[src/rtl/sipo_rx_ctrl.sv]
// sipo_rx_ctrl: start/stop framed serial receiver with SIPO shift register
// and a one-word valid/ready output buffer; flags framing and overrun errors.
module sipo_rx_ctrl #(
   parameter int WIDTH = 4
) (
   input  logic             clk,
   input  logic             rst,
   input  logic             ser_in,
   input  logic             ser_en,
   output logic [WIDTH-1:0] out_data,
   output logic             out_valid,
   input  logic             out_ready,
   output logic             busy,
   output logic             frame_err,
   output logic             overrun,
   input  logic             clr_err
);

   localparam int CW = (WIDTH > 2) ? $clog2(WIDTH) : 1;
   localparam logic [CW-1:0] LAST = CW'(WIDTH - 1);

   typedef enum logic [1:0] {
      IDLE  = 2'd0,
      SHIFT = 2'd1,
      STOP  = 2'd2
   } state_t;

   state_t           state, state_n;
   logic [CW-1:0]    cnt, cnt_n;
   logic [WIDTH-1:0] shreg, shreg_n;
   logic [WIDTH-1:0] data_n;
   logic             valid_n, ferr_n, ovr_n;
   logic             accept;

   assign accept = out_valid && out_ready;
   assign busy   = (state != IDLE);

   always_ff @(posedge clk) begin
      if (rst) begin
         state     <= IDLE;
         cnt       <= '0;
         shreg     <= '0;
         out_data  <= '0;
         out_valid <= 1'b0;
         frame_err <= 1'b0;
         overrun   <= 1'b0;
      end else begin
         state     <= state_n;
         cnt       <= cnt_n;
         shreg     <= shreg_n;
         out_data  <= data_n;
         out_valid <= valid_n;
         frame_err <= ferr_n;
         overrun   <= ovr_n;
      end
   end

   always_comb begin
      state_n = state;
      cnt_n   = cnt;
      shreg_n = shreg;
      data_n  = out_data;
      valid_n = out_valid && !accept;
      ferr_n  = frame_err && !clr_err;
      ovr_n   = overrun && !clr_err;
      unique case (state)
         IDLE: begin
            if (ser_en && !ser_in) begin
               state_n = SHIFT;
               cnt_n   = '0;
            end
         end
         SHIFT: begin
            if (ser_en) begin
               shreg_n = {ser_in, shreg[WIDTH-1:1]};
               // Counter saturates at the last data bit instead of wrapping
               if (cnt == LAST) begin
                  state_n = STOP;
               end else begin
                  cnt_n = cnt + 1'b1;
               end
            end
         end
         STOP: begin
            if (ser_en) begin
               state_n = IDLE;
               unique case (1'b1)
                  (ser_in && (!out_valid || out_ready)): begin
                     data_n  = shreg;
                     valid_n = 1'b1;
                  end
                  (ser_in && out_valid && !out_ready): begin
                     ovr_n = 1'b1;
                  end
                  (!ser_in): begin
                     ferr_n = 1'b1;
                  end
                  default: ;
               endcase
            end
         end
         default: begin
            state_n = IDLE;
         end
      endcase
   end

endmodule

[config.mk]
export PLATFORM = sky130hd
export DESIGN_NAME = sipo_rx_ctrl
export DESIGN_NICKNAME = d
export VERILOG_FILES = /design/src/rtl/sipo_rx_ctrl.sv
export SDC_FILE = /design/constraint.sdc
export NUM_CORES = 1
export LEC_CHECK = 0
export BUFFER_PORTS_ARGS = -buffer_cell sky130_fd_sc_hd__buf_2
export CAP_MARGIN = 20
export CORE_MARGIN = 4
export CORE_UTILIZATION = 45
export CTS_CLUSTER_DIAMETER = 100
export DETAILED_ROUTE_END_ITERATION = 10
export PLACE_DENSITY = 0.78
export SLEW_MARGIN = 5
export SYNTH_ARGS = -nofsm -noshare
export SYNTH_HDL_FRONTEND = slang
export SYNTH_SLANG_ARGS = --single-unit
[constraint.sdc]
create_clock -name clk -period 1.57 [get_ports clk]
set_input_delay 0.314 -clock clk [delete_from_list [all_inputs] [get_ports clk]]
set_output_delay 0.314 -clock clk [all_outputs]
set_load 0.02 [all_outputs]
==> results of run 1 <==
state kept, by name (all words and copies together), names as in the netlist:
name	flops
shreg	4
cnt	2
out_valid	1
state	2
out_data	4
overrun	1
frame_err	1
metrics by stage:
step | std cells | util (%) | cell area, um^2 | power [mW] | hold WS, ns
after floorplan | 71 | - | 696.9 | 0.4386 | 0.4517
final | 98 | 56.11 | 775.7 | 0.6555 | 0.3496
after detailed placement | 94 | 54.21 | 749.5 | 0.4487 | 0.4643
after global placement | 94 | 54.21 | 749.5 | 0.4479 | 0.4672
after CTS | 98 | 56.11 | 775.7 | 0.6567 | 0.3532
after global routing | 98 | 56.11 | 775.7 | 0.6833 | 0.3845
routing by layer:
metal	up-vias	track usage, %	wire length [um]
met2	10	16.58	511
met4	0	4.972	10
met1	227	16.97	615
met3	2	4.598	59
met5	-	0	0
li1	266	-	-
kinds of logic after synthesis:
family                     Yosys count  share of synthesized area, %
and+or+nand+nor                     30                         28.37
muxes                               10                         14.54
DFF                                 15                         43.09
buffers and inverters                6                         5.026
adders and majority gates            1                         1.795
AOI/OAI and AO/OA                    9                         7.182
tightest hold or removal path: cells and delay by family:
| kind | cells | cell delay [ns] |
|---|---|---|
| AND/OR/NAND/NOR | 2 | 0.08 |
| AO/OA/AOI/OAI | 1 | 0.10 |
| buffers and inverters | 1 | 0.09 |
path summary, 6_finish.rpt:
kind                     from           to  cells past startpoint
setup / recovery     state[1]         busy                      2
hold / removal        clr_err    frame_err                      4
hold reg to reg   out_data[3]  out_data[3]                      2
setup reg to reg     state[0]       cnt[1]                      3
final cells by class:
type / count / area [um^2] / area share (%)
clock buffers: 4 / 26.28 / 3.387
inverters: 1 / 3.754 / 0.4839
multi-input cells: 50 / 361.6 / 46.61
flip-flops and latches: 15 / 300.3 / 38.71
well taps: 15 / 18.77 / 2.419
repair buffers: 13 / 65.06 / 8.387
layout by cell type, fill, tap and decap left out, types with 2 or more instances in the layout:
cell and n:
dfxtp_1 15, and2b_1 2, nor2_1 7, nor2b_1 2, clkbuf_4 3, nand2b_1 10
mux2i_1 9, a21oi_1 5, buf_2 13, o21ai_0 2
power by group:
group	switching [mW]	internal, mW	leakage [nW]
Combinational	0.0273	0.0234	0.217
Clock	0.117	0.0982	0.0150
Sequential	0.00614	0.384	0.121
Total	0.150	0.505	0.353
==> impl_results.md, run 1 <==
* Crit path cell chain: or2_2, buf_2
* Pre-CTS setup slack at 0.3293 ns
* Vias at 505
* Worst path bufs/invs at 1
* Layout fillers at 121
* Peak supply drop at 537.6 uV
* Crit path launch type: flop
* H-tree depth at 1
* Total Wirelength at 1.196 mm
* GP Congestion at 0.7067
* F_max at 678.0 MHz
* Max Cap Violations at 0
* Largest stage delay on the critical path at 0.41 ns
* Critical Path RT at 1.26 ns
* Worst-path maximum fanout at 9
* Clk sink count at 15
* Count leader, synth: dfxtp_1
* Path type of the worst min-delay path: in -> reg
* Ports at 14
* Nets at 91
* Largest net degree at the start of global routing at 20
* Site Rows at 13
* Clk slew on worst S/H paths at 0.09 ns
* Slew Viols, Final at 0
* Synthesized area at 696.9 um^2
* Top cell type by total area after synthesis: dfxtp_1
* Grt total ovfl at 0
* Cell family with most CP delay: flip-flops
* Clk_lat worst skew at 0.27 ns
* Critical Path Slowest Stage Cell: dfxtp_1
* Crit path time final at 1.475 ns
* CTS tree: built
* Synth Net Count at 78
* Proportion of layout cells with a drive suffix above 1 at 25.30%
* Global-route wire length before repair at 1.897 mm
* RSZ-0062 raised after global routing: false
* Top cell type's share of synthesized area at 43.09%
* Outcome: finished clean
* Kind of critical path: reg -> out
* Cell variety after synth at 26
* P&R area growth vs syn at 11.31%
* Final setup violation count at 0
* Cts repair resizes at 0
* Initial antenna violation count at 0
* Die area at 2243 um^2
* Post-DP HPWL at 837.2 um
* I/O Buffers at 13
* Initial core utilization at 50.41%
* Final hold vios at 0
* Max clock buf depth at 2
* DR pass1 iterations at 4
* Vias in the first global route at 455
* #FFs+latches synth at 15
* TritonCTS buffer count at 3
* Pwr/cell area at 845.0 nW/um^2
* Post-synth EDFFs at 0
* Die height at 47.36 um
* Most frequent cells after synthesis: 15 x dfxtp_1, 10 x nand2b_1, 9 x mux2i_1, 7 x nor2_1, 5 x a21oi_1
* Worst rel slew slack at 78.39%
* Final Skew at 0.007731 ns
* Post-route ant nets at 0
* Asr flop ratio synth at 0%
* Worst EP arrival at 1.16 ns
* Hold_buf cts at 0
* Final period utilization at 93.94%
* Syn Area/Cell at 9.816 um^2
* Synthesized instance count at 71
* Drt wl/cell at 12.20 um
* Worst setup margin at 0.09507 ns
* Total Routing Usage GR at 12.15%
* N_diodes at 0
* Slew @ Worst Pin at 0.3237 ns
* Synth Flop Type: dfxtp_1
* Core Area at 1383 um^2
* Initial DRC count at 7
* Vias per cell at 5.153
* Root Driver: clkbuf_4
* Setup TNS at 0 ns
* Post-CTS setup repair buffer count at 0
* R2R Setup Slk at 0.29 ns
* Register area share after synthesis at 43.09%
* CP Capture Type: output pin
* Drt drc at 0
* YS warnings at 0
* Largest cells by area after synthesis: dfxtp_1 43%, mux2i_1 13%, nand2b_1 9.0%
* Die W at 47.36 um
* Leakage at 0.3531 nW
No activity file was read; power rests on OpenSTA's default activity.
==> run 2, diff against run 1 <==
PLACE_DENSITY = 0.81   (was 0.78)
clock period = 1.3 ns   (was 1.57 ns; I/O delays follow)
==> run 2 against run 1 <==
Compared with the run above: critical path depth unchanged; clock power increased by 31%; die area unchanged; global-route usage increased by 1.3 points; clock skew decreased by 0.0032 ns; critical endpoint unchanged; largest cell class unchanged; largest power group unchanged.
==> impl_results.md, run 2 (same netlist as run 1, synthesis figures left out) <==
* Outcome: finished clean
* Clk sink count at 15 (unchanged)
* Commonest non-fill, non-tap cells in the layout: 13 x dfxtp_1, 12 x buf_2, 10 x nand2b_1
* Proportion of layout cells with a drive suffix above 1 at 31.76% (+6.5 points)
* Nets at 93 (+2.2%)
* H-tree depth at 1 (unchanged)
* CP Capture Type: output pin
* Worst-path maximum fanout at 2 (-7)
* Global-route wire length before repair at 2.035 mm (+7.3%)
* DR pass1 iterations at 4 (unchanged)
* Crit path time final at 1.268 ns
* Root Driver: clkbuf_4
* Max Cap Violations at 0 (unchanged)
* Core Area at 1383 um^2 (unchanged)
* Final Skew at 0.004508 ns (-0.003223 ns)
* Post-DP HPWL at 834 um (-0.38%)
* Clk slew on worst S/H paths at 0.09 ns (about the same)
* Switching Share at 25.45% (+2.6 points)
* Setup TNS at 0 ns (unchanged)
* I/O Buffers at 13 (unchanged)
* F_max at 788.9 MHz
* Critical Path RT at 1.04 ns (-0.22 ns)
* TritonCTS buffer count at 3 (unchanged)
* Worst rel slew slack at 78.27% (-0.12 points)
* Vias per cell at 5.240 (+1.7%)
* Vias in the first global route at 477 (+4.8%)
* P_int at 0.6107 mW (+21%)
* Final period utilization at 97.51%
* Final setup violation count at 0 (unchanged)
* Layout fillers at 133 (+9.9%)
* Die W at 47.36 um (unchanged)
* Seq pwr share at 56.7% (-2.8 points)
* P_sw at 0.2085 mW (+39%)
* Commonest non-fill, non-tap cell in the layout: dfxtp_1
* Leakage at 0.3723 nW (+5.4%)
* Slew @ Worst Pin at 0.3253 ns (+0.001604 ns)
* Top flop regs: out_data: 4 flops, shreg: 4 flops
* Die height at 47.36 um (unchanged)
* Hold_buf cts at 0 (unchanged)
* Clk_lat worst skew at 0.29 ns (+0.02 ns)
* Site Rows at 13 (unchanged)
* Vias at 524 (+3.8%)
* N_diodes at 0 (unchanged)
* Total Wirelength at 1.251 mm (+4.6%)
* Initial core utilization at 50.41% (unchanged)
* CTS tree: built
* Cell Count, Final, Fillers Out at 100 (+2.0%)
* Drt wl/cell at 12.51 um (+2.5%)
* Die area at 2243 um^2 (unchanged)
* Max clock buf depth at 2 (unchanged)
* Initial antenna violation count at 0 (unchanged)
* Crit path launch type: flop
* Grt total ovfl at 0 (unchanged)
* Combinational share of power at 9.0% (+1.3 points)
* Peak supply drop at 486.2 uV (-9.6%)
* GP Congestion at 0.6848 (-3.1%)
* Worst EP arrival at 1.01 ns (-0.15 ns)
* Kind of critical path: reg -> out
* Ports at 14 (unchanged)
* Drt drc at 0 (unchanged)
* Worst Reg-to-Reg Cells at 4 (+1)
* RSZ-0062 raised after global routing: false
* Slew Viols, Final at 0 (unchanged)
* Placed Instances at 94 (unchanged)
* Pwr/cell area at 1004 nW/um^2 (+19%)
* Final hold vios at 0 (unchanged)
* Initial DRC count at 5 (-2)
* Largest net degree at the start of global routing at 20 (unchanged)
* P&R area growth vs syn at 17.06%
* Clock network power share at 34.3% (+1.5 points)
* Path type of the worst min-delay path: in -> reg
* Total Routing Usage GR at 13.41% (+1.3 points)
* Post-route ant nets at 0 (unchanged)
* Hold Path Depth at 3 (-1)
run 2: stage by stage:
step | total power [mW] | util, % | cell area, um^2 | worst slack, ns | hold slack [ns]
after global placement | 0.5399 | 54.21 | 749.5 | 0.1210 | 0.4587
after floorplan | 0.5297 | - | 696.9 | 0.1879 | 0.4039
after detailed placement | 0.5412 | 54.21 | 749.5 | 0.05727 | 0.4671
after global routing | 0.8513 | 59.00 | 815.8 | 0.003464 | 0.2835
final | 0.8192 | 59.00 | 815.8 | 0.03240 | 0.2709
after CTS | 0.8202 | 58.46 | 808.3 | 0.02570 | 0.2641
run 2: what timing repair did:
item                       CTS  global route
setup endpoints to repair    1             5
buffers inserted             2             0
gates resized for setup      7             3
run 2: cell type report:
class,instances,area [um^2],share of cell area (%)
flip-flops and latches,15,307.8,37.73
inverters,1,3.754,0.4601
multi-input cells,50,371.6,45.55
well taps,15,18.77,2.301
repair buffers,15,86.33,10.58
clock inverters,1,5.005,0.6135
clock buffers,3,22.52,2.761
run 2: power groups by stage:
stage	logic, mW	clock network (mW)	registers, mW
2_1_floorplan	0.0534	0	0.476
5_1_grt	0.0809	0.306	0.465
4_1_cts	0.0723	0.284	0.464
6_report	0.0741	0.281	0.464
3_3_place_gp	0.0593	0	0.481
3_5_place_dp	0.0602	0	0.481
run 2: routing by layer:
layer,vias up,GRT usage (%),share of wire (%)
met1,234,16.59,47
met2,15,19.79,45
met3,3,3.448,4.8
li1,272,-,-
met4,0,9.945,2.4
met5,-,0,0
run 2: worst paths after layout:
| kind | start | to | slack (ns) |
|---|---|---|---|
| worst max-delay path | state[1] | busy | 0.03 |
| worst min-delay path | clr_err | overrun | 0.27 |
| worst min register to register | out_data[2] | out_data[2] | 0.48 |
| worst max register to register | state[0] | cnt[0] | 0.07 |
run 2: critical path: stages (launching register included):
cell and delay [ns]:
dfxtp_4 0.35, or2_4 0.24, buf_6 0.13
